[src/rtl/dcol_hit_encoder.sv]
// Pixel-side end of the double-column readout.
//
// Holds the latched hit map of one double column and hands pending hits to
// the reader one at a time, lowest pixel index first. Each hit is presented
// as a 15-bit address {dcol_id, pixel index}.
//
// Parameters
//   NPIX         pixels per double column (power of two, at most 256)
//   PW           pixel-index width, log2(NPIX)
// Ports
//   clk_i        single clock, rising edge
//   rst_ni       asynchronous active-low reset
//   sel_i        column enable; 0 freezes the block (resetpe_i still acts)
//   dcol_id_i    double-column number, passed straight to addrin_o[14:8]
//   hit_in_i     raw pixel hit flags
//   strobe_i     capture pulse, ORs hit_in_i into the hit map
//   readin_i     consume pulse from the reader
//   resetpe_i    clear of all pending hits
//   addrin_o     {dcol_id, pixel index} of the presented hit
//   full_o       addrin_o holds a valid, unconsumed address
//   empty_o      nothing pending (hit map zero and full_o low)
module dcol_hit_encoder #(
  parameter int unsigned NPIX = 256,
  parameter int unsigned PW   = 8
) (
  input  logic            clk_i,
  input  logic            rst_ni,
  input  logic            sel_i,
  input  logic [6:0]      dcol_id_i,
  input  logic [NPIX-1:0] hit_in_i,
  input  logic            strobe_i,
  input  logic            readin_i,
  input  logic            resetpe_i,
  output logic [14:0]     addrin_o,
  output logic            full_o,
  output logic            empty_o
);

  typedef enum logic [1:0] {
    StIdle,
    StLoad,
    StPresent
  } state_e;

  state_e          state_q;
  logic [NPIX-1:0] hitmap_q;
  logic [NPIX-1:0] hitmap_d;
  logic [NPIX-1:0] consume_mask;
  logic [NPIX-1:0] set_mask;
  logic [PW-1:0]   idx_q;
  logic [PW-1:0]   low_idx;
  logic            full_q;
  logic            consume;
  logic [7:0]      pix_addr;

  // Lowest set index of the hit map. Scanning downwards lets the last
  // (lowest) match win.
  always_comb begin
    low_idx = '0;
    for (int i = NPIX - 1; i >= 0; i--) begin
      if (hitmap_q[i]) begin
        low_idx = PW'(i);
      end
    end
  end

  // A consume only counts while an address is actually presented, so a held
  // readin cannot eat the address being loaded.
  assign consume = sel_i & readin_i & (state_q == StPresent);

  always_comb begin
    consume_mask         = '0;
    consume_mask[idx_q]  = consume;
    set_mask             = (sel_i & strobe_i) ? hit_in_i : '0;
    // Clear before OR so a same-cycle re-hit on the consumed pixel survives.
    hitmap_d             = (hitmap_q & ~consume_mask) | set_mask;
  end

  always_ff @(posedge clk_i or negedge rst_ni) begin
    if (!rst_ni) begin
      state_q  <= StIdle;
      hitmap_q <= '0;
      idx_q    <= '0;
      full_q   <= 1'b0;
    end else if (resetpe_i) begin
      // Overrides strobe/readin and aborts any address in flight.
      state_q  <= StIdle;
      hitmap_q <= '0;
      idx_q    <= '0;
      full_q   <= 1'b0;
    end else if (sel_i) begin
      hitmap_q <= hitmap_d;
      unique case (state_q)
        StIdle: begin
          if (hitmap_q != '0) begin
            state_q <= StLoad;
          end
        end
        StLoad: begin
          idx_q   <= low_idx;
          full_q  <= 1'b1;
          state_q <= StPresent;
        end
        StPresent: begin
          if (consume) begin
            full_q  <= 1'b0;
            state_q <= (hitmap_d != '0) ? StLoad : StIdle;
          end
        end
        default: begin
          state_q <= StIdle;
          full_q  <= 1'b0;
        end
      endcase
    end
  end

  // Pixel index always occupies addrin[7:0]; unused upper bits stay zero.
  always_comb begin
    pix_addr         = '0;
    pix_addr[PW-1:0] = idx_q;
  end

  assign addrin_o = {dcol_id_i, pix_addr};
  assign full_o   = full_q;
  assign empty_o  = (hitmap_q == '0) & ~full_q;

endmodule

[config.mk]
export PLATFORM = sky130hd
export DESIGN_NAME = dcol_hit_encoder
export DESIGN_NICKNAME = d
export VERILOG_FILES = /design/src/rtl/dcol_hit_encoder.sv
export SDC_FILE = /design/constraint.sdc
export NUM_CORES = 1
export LEC_CHECK = 0
export CAP_MARGIN = 20
export CORE_UTILIZATION = 28
export DETAILED_ROUTE_END_ITERATION = 6
export SYNTH_ARGS = -nofsm -noshare
export SYNTH_HDL_FRONTEND = slang
export SYNTH_SLANG_ARGS = --single-unit
[constraint.sdc]
create_clock -name clk_i -period 3.05 [get_ports clk_i]
set_input_delay 0.61 -clock clk_i [delete_from_list [all_inputs] [get_ports clk_i]]
set_output_delay 0.61 -clock clk_i [all_outputs]
set_load 0.05 [all_outputs]
Yosys cells after proc, flatten, opt, wreduce, memory -nomap -nowiden
Cells that the tools add are included.
{ "word_totals": {"reg_bits": 267, "input_bits": 269, "output_inout_bits": 17, "word_cells": 304} }
{ "op_classes": {"order_cmp": 2, "eq_ne": 5, "mux": 274, "bitwise": 9, "reduce_logical": 10} }
{ "ops": {"columns": ["op", "count"], "rows": [
  ["$mux 8", 259],
  ["$mux 256", 3],
  ["$and 256x256->256", 2],
  ["$reduce_bool 256->1", 2],
  ["$logic_not 256->1", 1],
  ["$not 256->256", 1],
  ["$or 256x256->256", 1],
  ["$lt 8x9->1 const B", 1],
  ["$demux 1 s8", 1],
  ["$ge 8x1->1 const B", 1],
  ["$mux 2", 4],
  ["$ne 3x3->1 const B", 2],
  ["$pmux 2 s3", 1],
  ["$reduce_and 3->1", 2],
  ["$mux 1", 5],
  ["$and 1x1->1", 4],
  ["$reduce_bool 2->1", 2],
  ["$pmux 1 s3", 1],
  ["$eq 2x1->1 const B", 1],
  ["$eq 2x2->1 const B", 1],
  ["$logic_not 2->1", 1],
  ["$ne 2x2->1 const B", 1],
  ["$reduce_and 2->1", 1],
  ["$logic_and 1x1->1", 1],
  ["$not 1->1", 1]
]} }

Depth between registers and ports, before layout
Gate-level depths: netlist of run 1.
{ "logic_depth": {"ltp_word": 259, "mapped_depth": 12, "mapped_depth_nobuf": 8} }

Worst setup path after synthesis of run 1
Ideal clock, no wire load.
{ "synth_path": {"path_type": "reg2out", "startpoint": "reg hitmap_q[88]", "endpoint": "out empty_o", "arrival_ps": 2632, "required_time_ps": 2440, "slack_ps": -192, "stages_incl_launch_ff": 7, "path_buffers": 0, "cell_sequence": "dfrtp_1 or4_1 nor4b_1 nand2_1 nor4_1 nand4_1 nor2_1"} }
{ "synth_between": {"elab_chain_len": 2} }
{ "synth_lines": {"columns": ["element", "line", "text"], "rows": [
  ["from (decl)", "46", "logic [NPIX-1:0] hitmap_q;"],
  ["from (signal assigned)", "92", "hitmap_q <= hitmap_d;"],
  ["$logic_not 256->1", "126", "assign empty_o = (hitmap_q == '0) & ~full_q;"],
  ["$and 1x1->1", "126", null],
  ["to (decl)", "36", "output logic empty_o"]
]} }
Every way passes these cells.

Worst setup path in the final report of run 1
{ "layout_path": {"startpoint": "reg hitmap_q[112]", "endpoint": "out empty_o"} }
The elaborated chain is that of the path after synthesis.

==> results.md, run 1 <==
* Final Max Slew Viols at 0
* FILL cells at 5636
* Comb pwr share at 27.8%
* Rows at 88
* Min-Delay Path Class: primary input to asynchronous set/reset pin
* FF-to-FF End: state_q[0]
* Final WL at 93900 microns
* P&R area growth vs syn at 62.8%
* Clk_skew at 0.0278 ns
* Max Buffers Root-to-Sink at 3
* Cells after DPL at 3535
* # DRC at 0
* Remaining global-route overflow at 0
* Routability cong. at 0.998
* Initial DRC Count at 2544
* Core Area at 57900 sq um
* Yosys warnings at 0
* Syn Inst Count at 1991
* CTS H-tree lvls at 2
* # nets final at 3107
* Crit end category: output port
* Pre-CTS setup slack at -1.23 ns
* R2R setup slack at -0.21 ns
* Net switching power at 3.68 mW
* Max FO, Critical Path at 2
* Prevailing post-synth register cell: dfrtp_1
* Async set-reset flop share out of synthesis at 100%
* Critical Path RT at 2.44 ns
* Hold Fails Final Rpt at 0
* Initial antenna violation count at 4
* PwrDens at 447 nW/um^2
* Worst Setup Slack, final at -0.629 ns
* CTS tree: yes
* Finished Layout Cells at 3632
* Detail Route Antenna Nets at 0
* Maximum number of pins on one net before global-route repair at 203
* Area of the multi-input gates at 9320 sq um
* Vias in the first global route at 20799
* Cell-internal power at 8.29 mW
* Final TNS setup at -0.836 ns
* Layout cell share with drive strength beyond 1 at 28.9%
* Slew headroom at 23.0%
* Initial Util at 28.4%
* Seq/Total Area, Yosys at 40.6%
* Number of synthesized flops with an enable pin at 0
* Max Freq at 0.272 GHz
* GRT Overall Usage at 30.8%
* Port bufs at 271
* Max Cap Violations at 0
* Die X at 244 microns
* # hold bufs at CTS at 0
* Crit Path Class: register to output port
* Sink count of the clock tree at 267
* Final setup vio count at 2
* Post-synthesis register bit count at 267
* Syn Std Cell Area at 16500 sq um
* RSZ-0062 raised after global routing: true
* Least-Margin Pin Slew at 1.16 ns
* Worst-path clk slew at 0.06 ns
* Die area at 59800 sq um
* Reg2reg path depth at 11
* Wire length per cell at 25.9 microns
* Pleak at 11.7 nW
* Min Tclk post-route at 3.68 ns
* CP Data Arrival Time at 3.07 ns
* RR Startpoint: idx_q[2]
* Mean Syn Cell Area at 8.27 sq um
* Inserted Clock Buffers at 36
* Max IR drop VDD at 0.000330 V
* Clock share of power at 39.6%
* Status: complete, but fails checks
* Boundary Pins at 286
* Period Utilization, post-route at 121%
* Root Driver: clkbuf_16
* Sequential Power Share at 32.6%
* First-pass DRT Iterations at 6
* CP startpoint kind: register
* Detailed placer's ending HPWL at 73500 microns
* Sequential Area at 6680 sq um
* Mapped Nets at 2260
* Failing checks: setup timing
* Die height at 244 microns
* Latest clock arrival within the worst-skew pair at 0.58 ns
* Leading cell type in the layout, fill and taps excluded: buf_4
* Synth cell types at 69
* DR vias at 21027
* Via-per-instance ratio at 5.79
* First-pass GRT wire length at 136000 microns
* Commonest non-fill, non-tap cells in the layout: buf_4, nor2_1, dfrtp_1
* Switching part of the total at 30.8%
## power by group through the flow
stage	clock, mW	sequential, mW	combinational [mW]
2_1_floorplan	0	3.96	1.19
3_3_place_gp	0	3.95	3.11
3_5_place_dp	0	3.94	3.12
4_1_cts	4.80	3.89	3.24
5_1_grt	4.91	3.92	3.51
6_report	4.74	3.90	3.33
## sequential cells by signal, summed over array words and instances, names as in the netlist
signal    cells
full_o        1
state_q       2
hitmap_q    256
idx_q         8
## repair_timing
action | 4_1_cts | 5_1_grt
endpoints found under the setup margin | 4 | 3
hold endpoints to repair | 0 | 0
buffers inserted | 23 | 6
gates cloned | 1 | 0
resized for setup | 54 | 35
pin swaps | 21 | 18
## critical path: stages, from the launching register on
cell	delay [ns]
dfrtp_1	0.42
nor4_4	0.31
buf_4	0.16
nand4_1	0.11
or4_4	0.57
nor4_4	0.25
buf_4	0.15
nand4_1	0.12
buf_6	0.17
nor2_4	0.10
buf_12	0.14
## cell families (layout without fill, tap and decap cells)
kind of cell	count (synthesis)	in the layout	synth area share (%)
and+or+nand+nor	993	993	31.3
AOI/OAI and AO/OA	542	542	22.8
DFF	267	267	40.6
buffers and inverters	189	1061	5.32
other	0	4	0
## synthesized netlist by cell type, types with 9 or more instances
library cell	number	area (sq um)
a2111oi_0	19	166
a21oi_1	139	696
a221oi_1	19	166
a22o_1	34	298
a22oi_1	169	1270
a31oi_1	17	106
and2_1	9	56.3
and4_1	13	114
and4b_1	11	110
buf_1	13	48.8
buf_2	37	185
buf_4	15	113
clkbuf_1	63	236
dfrtp_1	267	6680
inv_1	53	199
nand2_1	195	732
nand2b_1	11	68.8
nand3_1	85	425
nand4_1	79	494
nor2_1	330	1240
nor2b_1	39	244
nor3_1	52	260
nor4_1	91	569
o21ai_0	42	210
o31ai_1	35	263
or4_1	13	97.6
## stage by stage
step	cell area [sq um]	hold slack, ns	util (%)	total power [mW]
2_1_floorplan	16500	0.314	-	5.14
3_3_place_gp	24800	0.582	42.8	7.06
3_5_place_dp	24800	0.592	42.8	7.06
4_1_cts	26500	0.0194	45.8	11.9
5_1_grt	26800	0.0301	46.3	12.3
6_report	26800	0.00333	46.3	12.0
## area by class of cell
class                      count  share of cell area [%]
multi-input combinational   1535                    34.8
timing repair buffer         945                    31.2
sequential                   267                    24.9
clock buffer                  47                    3.78
tap                          765                    3.57
clock inverter                16                   0.994
inverter                      53                   0.742
antenna                        4                  0.0374
## how the worst max path moves through the flow
stage,start,to,slack (ns),depth (start not counted)
2_1_floorplan,hitmap_q[88],empty_o,0.01,6
6_report,hitmap_q[112],empty_o,-0.63,10
5_1_grt,hitmap_q[64],empty_o,-0.74,10
3_5_place_dp,readin_i,state_q[0],-1.23,11
4_1_cts,hitmap_q[247],empty_o,-0.63,10
3_3_place_gp,readin_i,state_q[0],-1.20,12
## routing by layer
metal / routed length [microns] / global-route usage [%] / vias to the layer above
li1: - / - / 9203
met5: 13 / 0 / -
met2: 41400 / 47.5 / 1236
met1: 38200 / 40.4 / 10333
met3: 9040 / 6.58 / 253
met4: 5270 / 16.0 / 2
Power figures use the tool's default switching activity.
==> run 2, diff against run 1 <==
--- a/config.mk
+++ b/config.mk
@@ -7,7 +7,9 @@
 export LEC_CHECK = 0
 export CAP_MARGIN = 20
 export CORE_UTILIZATION = 28
+export CTS_CLUSTER_DIAMETER = 50
 export DETAILED_ROUTE_END_ITERATION = 6
+export PLACE_DENSITY = 0.49
 export SYNTH_ARGS = -nofsm -noshare
 export SYNTH_HDL_FRONTEND = slang
 export SYNTH_SLANG_ARGS = --single-unit
==> results.md, run 2 (synthesis results as in run 1) <==
* Hold_sp: resetpe_i
* Area of the multi-input gates at 9500 sq um (+2.0%)
* Final Max Slew Viols at 0 (unchanged)
* Worst hold path stage count at 2
* Final setup vio count at 2 (unchanged)
* Min Tclk post-route at 3.63 ns (-0.0477 ns)
* Die area at 59800 sq um (unchanged)
* Layout cell share with drive strength beyond 1 at 32.3% (+3.4 points)
* Sink count of the clock tree at 267 (unchanged)
* CTS H-tree lvls at 2 (unchanged)
* Detail Route Antenna Nets at 0 (unchanged)
* Period Utilization, post-route at 119% (-1.6 points)
* Worst path most repeated cell: buf_4
* Slew headroom at 41.1% (+18 points)
* Clk_skew at 0.0222 ns (-0.00568 ns)
* Worst Setup Slack, final at -0.581 ns (+0.0477 ns)
* P&R area growth vs syn at 69.2%
* Commonest non-fill, non-tap cells in the layout: buf_4, nor2_1, clkdlybuf4s50_1
* Status: complete, but fails checks
* CP top delay family: simple AND/OR/NAND/NOR gates
* Inserted Clock Buffers at 46 (+28%)
* Max Cap Violations at 0 (unchanged)
* GRT Overall Usage at 31.6% (+0.79 points)
* Core Area at 57900 sq um (unchanged)
* Least-Margin Pin Slew at 0.883 ns (-0.272 ns)
* R2R setup slack at -0.19 ns (+0.02 ns)
* Largest register FFs at 256 (unchanged)
* Min-Delay Path Class: primary input to register
* DP Area at 25100 sq um (+1.2%)
* RSZ-0062 raised after global routing: true
* Vias in the first global route at 21018 (+1.1%)
* Reg2reg path depth at 12 (+1)
* Pleak at 12.2 nW (+4.7%)
* Port bufs at 271 (unchanged)
* # DRC at 0 (unchanged)
* Routability cong. at 0.993 (-0.52%)
* Max FO, Critical Path at 2 (unchanged)
* Buffers and inverters on the worst path at 4 (unchanged)
* Largest Register: hitmap_q
* Crit Path Class: register to output port
* Leading cell type in the layout, fill and taps excluded: buf_4
* First-pass DRT Iterations at 6 (unchanged)
* FILL cells at 5657 (+0.37%)
* Met3 usage at 4.54% (-2.0 points)
* Critical Path RT at 2.44 ns (about the same)
* Max Buffers Root-to-Sink at 3 (unchanged)
* Root Driver: clkbuf_16
* First-pass GRT wire length at 140000 microns (+2.7%)
* Remaining global-route overflow at 0 (unchanged)
* CP startpoint kind: register
* Worst-path clk slew at 0.06 ns (about the same)
* Initial DRC Count at 2091 (-18%)
* Crit end category: output port
* Via-per-instance ratio at 5.66 (-2.3%)
* Die height at 244 microns (unchanged)
* # nets final at 3180 (+2.3%)
* RR Startpoint: state_q[0]
* Tot Pwr at 13.0 mW (+8.8%)
* Max IR drop VDD at 0.000418 V (+27%)
* FF-to-FF End: state_q[0]
* Failing checks: setup timing
* Finished Cell Area at 27900 sq um (+3.9%)
* M1 GR Usage at 42.0% (+1.6 points)
* Inserted Diodes at 0 (-4)
* PwrDens at 467 nW/um^2 (+4.6%)
* Initial Util at 28.4% (unchanged)
* Gr busiest metal: met2
* Instance count on the critical path at 10 (unchanged)
* Sequential Area at 6690 sq um (+0.11%)
* CTS tree: yes
* Latest clock arrival within the worst-skew pair at 0.59 ns (about the same)
* DR vias at 21010 (-0.081%)
* Worst-path cell chain: nor4_1, buf_4, nand2_1, or4_4, nor4_2, buf_4, nand4_1, buf_6, nor2_4, buf_12
* Maximum number of pins on one net before global-route repair at 167 (-18%)
* Cells after DPL at 3572 (+1.0%)
* Die X at 244 microns (unchanged)
* Crit-path slowest cell: or4_4
* Detailed placer's ending HPWL at 75200 microns (+2.3%)
* Met2 Use GR at 51.6% (+4.0 points)
* Max incr delay on CP at 0.46 ns (-0.11 ns)
* Hold Fails Final Rpt at 0 (unchanged)
* Min-Delay Endpoint: hitmap_q[82]
* CP Data Arrival Time at 3.02 ns (-0.05 ns)
* Boundary Pins at 286 (unchanged)
* Core Util, Final at 48.1% (+1.8 points)
* Regs by FF count: hitmap_q x256, idx_q x8, state_q x2
* Finished Layout Cells at 3714 (+2.3%)
* Final WL at 96000 microns (+2.2%)
* Initial antenna violation count at 1 (-3)
* Rows at 88 (unchanged)
* Max Freq at 0.275 GHz (+1.3%)
* Wire length per cell at 25.9 microns (about the same)
-- run 2: changes by cell type in the layout (fill, tap and decap cells not counted), moves of 4 or more --
cell / previous run / this run
diode_2: 4 / 0
a2111oi_2: 1 / 5
a22oi_1: 164 / 157
clkbuf_16: 37 / 50
buf_4: 623 / 679
a22oi_2: 5 / 12
dfrtp_2: 2 / 8
nand2_1: 195 / 191
dfrtp_1: 265 / 259
buf_6: 15 / 19
inv_6: 2 / 11
-- run 2: worst max-delay path by stage --
stage,startpoint,end,slack [ns]
after floorplan,hitmap_q[88],empty_o,0.01
after global placement,sel_i,state_q[0],-1.01
after detailed placement,sel_i,state_q[0],-1.02
after CTS,hitmap_q[91],empty_o,-0.58
after global routing,hitmap_q[112],empty_o,-0.65
final,hitmap_q[56],empty_o,-0.58
-- run 2: layout make-up --
type | count | area share [%]
Timing Repair Buffer | 1008 | 31.8
Clock inverter | 29 | 1.30
Tap cell | 765 | 3.44
Clock buffer | 57 | 4.65
Sequential cell | 267 | 24.0
Inverter | 53 | 0.714
Multi-Input combinational cell | 1535 | 34.1
-- run 2: repair_timing --
| item | in CTS | in global routing |
|---|---|---|
| hold buffers | 1 | 0 |
| pin swaps | 28 | 31 |
| cloned | 0 | 1 |
| buffers inserted | 43 | 20 |
| setup endpoints to repair | 4 | 6 |
| hold endpoints to repair | 14 | 0 |
| resized for setup | 96 | 47 |
-- run 2: metrics by stage --
stage                     hold WS [ns]  setup TNS (ns)  setup WS, ns
after detailed placement         0.585           -1.37         -1.02
after floorplan                  0.314               0        0.0110
after global routing             0.482          -0.913        -0.651
final                            0.488          -0.771        -0.581
after CTS                        0.475           -1.66        -0.581
after global placement           0.583           -1.43         -1.01
-- run 2: power breakdown --
group / switching, mW / internal [mW] / total, mW
clock: 2.13 / 3.57 / 5.70
combinational: 1.75 / 1.67 / 3.42
sequential: 0.174 / 3.72 / 3.90
total: 4.05 / 8.97 / 13.0
-- run 2: layer usage --
metal | up-vias | part of all wire (%)
met5 | - | 0
li1 | 9383 | -
met3 | 200 | 6.8
met2 | 1004 | 46
met1 | 10423 | 43
met4 | 0 | 4.1
==> run 3, diff against run 2 <==
--- a/config.mk
+++ b/config.mk
@@ -7,9 +7,12 @@
 export LEC_CHECK = 0
 export CAP_MARGIN = 20
 export CORE_UTILIZATION = 28
+export CTS_BUF_LIST = sky130_fd_sc_hd__clkbuf_2 sky130_fd_sc_hd__clkbuf_4 sky130_fd_sc_hd__clkbuf_8
 export CTS_CLUSTER_DIAMETER = 50
 export DETAILED_ROUTE_END_ITERATION = 6
+export GPL_ROUTABILITY_DRIVEN = 0
 export PLACE_DENSITY = 0.49
+export REMOVE_ABC_BUFFERS = 1
 export SYNTH_ARGS = -nofsm -noshare
 export SYNTH_HDL_FRONTEND = slang
 export SYNTH_SLANG_ARGS = --single-unit
==> results.md, run 3 (synthesis results as in run 1) <==
* Worst Setup Slack, final at -0.659 ns (-0.0778 ns)
* CP startpoint kind: register
* Initial DRC Count at 2213 (+5.8%)
* Largest register FFs at 256 (unchanged)
* Die X at 244 microns (unchanged)
* Critical Path RT at 2.44 ns (about the same)
* Finished Cell Area at 27400 sq um (-1.7%)
* Switching part of the total at 32.1% (+0.95 points)
* Die area at 59800 sq um (unchanged)
* First-pass DRT Iterations at 6 (unchanged)
* First-pass GRT wire length at 138000 microns (-1.3%)
* Max IR drop VDD at 0.000281 V (-33%)
* Pre-CTS setup slack at -1.38 ns (-0.355 ns)
* RSZ-0062 raised after global routing: true
* Slew headroom at 33.1% (-8.0 points)
* Crit Path Class: register to output port
* Inserted Clock Buffers at 56 (+22%)
* CP Data Arrival Time at 3.10 ns (+0.08 ns)
* Initial antenna violation count at 2 (+1)
* Area of the multi-input gates at 9570 sq um (+0.68%)
* Cell-internal power at 7.86 mW (-12%)
* Detailed placer's ending HPWL at 73200 microns (-2.7%)
* DR vias at 21227 (+1.0%)
* Remaining global-route overflow at 0 (unchanged)
* Port bufs at 271 (unchanged)
* # DRC at 0 (unchanged)
* Boundary Pins at 286 (unchanged)
* Min Tclk post-route at 3.71 ns (+0.0778 ns)
* Die height at 244 microns (unchanged)
* Max Buffers Root-to-Sink at 3 (unchanged)
* FILL cells at 5736 (+1.4%)
* Wire length per cell at 25.1 microns (-2.7%)
* Sequential Area at 6690 sq um (about the same)
* CTS H-tree lvls at 2 (unchanged)
* Sequential Power Share at 33.8% (+3.9 points)
* Maximum number of pins on one net before global-route repair at 145 (-13%)
* Commonest non-fill, non-tap cells in the layout: buf_4, nor2_1, dfrtp_1
* Max Freq at 0.270 GHz (-2.1%)
* Final WL at 93900 microns (-2.2%)
* P&R area growth vs syn at 66.4%
* Max FO, Critical Path at 2 (unchanged)
* Clk_skew at 0.0366 ns (+0.0144 ns)
* Pleak at 12.0 nW (-1.7%)
* Max Cap Violations at 0 (unchanged)
* Final setup vio count at 2 (unchanged)
* Status: complete, but fails checks
* Vias in the first global route at 21584 (+2.7%)
* Leading cell type in the layout, fill and taps excluded: buf_4
* DP Area at 25100 sq um (about the same)
* Clock share of power at 37.2% (-6.6 points)
* Initial Util at 28.4% (unchanged)
* Min-Delay Path Class: primary input to register
* Final Max Slew Viols at 0 (unchanged)
* Latest clock arrival within the worst-skew pair at 0.69 ns (+0.10 ns)
* # nets final at 3198 (+0.57%)
* Via-per-instance ratio at 5.68 (+0.44%)
* Layout cell share with drive strength beyond 1 at 32.8% (+0.44 points)
* CTS tree: yes
* Sink count of the clock tree at 267 (unchanged)
* Detail Route Antenna Nets at 0 (unchanged)
* Least-Margin Pin Slew at 1.00 ns (+0.120 ns)
* Comb pwr share at 29.0% (+2.7 points)
* GRT Overall Usage at 30.9% (-0.67 points)
* PwrDens at 423 nW/um^2 (-9.6%)
* Root Driver: clkbuf_8
* Largest Register: hitmap_q
* Net switching power at 3.71 mW (-8.4%)
* Rows at 88 (unchanged)
* Core Area at 57900 sq um (unchanged)
* Worst-path clk slew at 0.06 ns (about the same)
* Regs by FF count: hitmap_q x256, idx_q x8, state_q x2
* Period Utilization, post-route at 122% (+2.6 points)
* Crit end category: output port
* Hold Fails Final Rpt at 0 (unchanged)
* Failing checks: setup timing
* Hold slack at 0.376 ns (-0.112 ns)
[run 3: cell types whose count changed in the layout (fill, tap and decap cells not counted), moves of 5 or more]
cell | previous run | this run
buf_12 | 41 | 30
buf_4 | 679 | 696
clkbuf_16 | 50 | 0
clkbuf_4 | 0 | 19
clkbuf_8 | 5 | 69
dfrtp_1 | 259 | 264
dfrtp_2 | 8 | 3
inv_6 | 11 | 0
[run 3: final cells by class]
type	instances	share of cell area, %
Antenna cell	1	0.00914
Clock buffer	87	3.94
Clock inverter	12	0.521
Inverter	53	0.726
Multi-Input combinational cell	1535	34.9
Sequential cell	267	24.4
Tap cell	765	3.49
Timing Repair Buffer	1016	32.0
[run 3: worst paths after layout]
path / start / end / slack [ns] / cells past startpoint
min in group asynchronous: rst_ni / hitmap_q[88] / 0.56 / 2
worst min-delay path: resetpe_i / hitmap_q[11] / 0.38 / 2
worst min register to register: hitmap_q[172] / hitmap_q[172] / 0.61 / 2
worst max-delay path: hitmap_q[228] / empty_o / -0.66 / 10
worst max register to register: state_q[0] / state_q[0] / -0.18 / 12
max in group asynchronous: rst_ni / hitmap_q[170] / 1.74 / 3
[run 3: power by group through the flow]
| stage | clock, mW | sequential, mW | combinational (mW) |
|---|---|---|---|
| floorplan | 0 | 3.98 | 1.08 |
| global placement | 0 | 3.95 | 3.11 |
| detailed placement | 0 | 3.95 | 3.12 |
| CTS | 4.37 | 3.90 | 3.27 |
| global route | 4.53 | 3.93 | 3.54 |
| finish | 4.31 | 3.91 | 3.35 |
[run 3: timing repair]
item / CTS / global route
buffers inserted: 36 / 7
hold buffers: 1 / 0
endpoints found under the hold margin: 66 / 0
endpoints found under the setup margin: 5 / 3
pin swaps: 49 / 19
resized for setup: 119 / 22
[run 3: stage by stage]
step / power, mW / util (%) / setup TNS (ns) / instances
3_3_place_gp: 7.06 / 43.4 / -2.47 / 3594
6_report: 11.6 / 47.3 / -0.843 / 3736
2_1_floorplan: 5.06 / - / -753.55 / 1855
5_1_grt: 12.0 / 47.3 / -0.975 / 3736
4_1_cts: 11.5 / 47.0 / -0.755 / 3728
3_5_place_dp: 7.07 / 43.4 / -2.76 / 3594
[run 3: worst max-delay path: stages (launching register included)]
cell     delay, ns
dfrtp_1       0.43
nor4_1        0.53
nand4_1       0.27
buf_4         0.23
nor2b_4       0.11
nor3b_4       0.19
buf_4         0.14
nand4_1       0.11
buf_6         0.17
nor2_4        0.10
buf_12        0.14
[run 3: per-layer routing]
layer  share of wire (%)  GRT usage (%)
met5               0.011              0
met1                  40           39.1
met2                  46           49.9
met4                 5.4           15.8
met3                 8.3           6.13
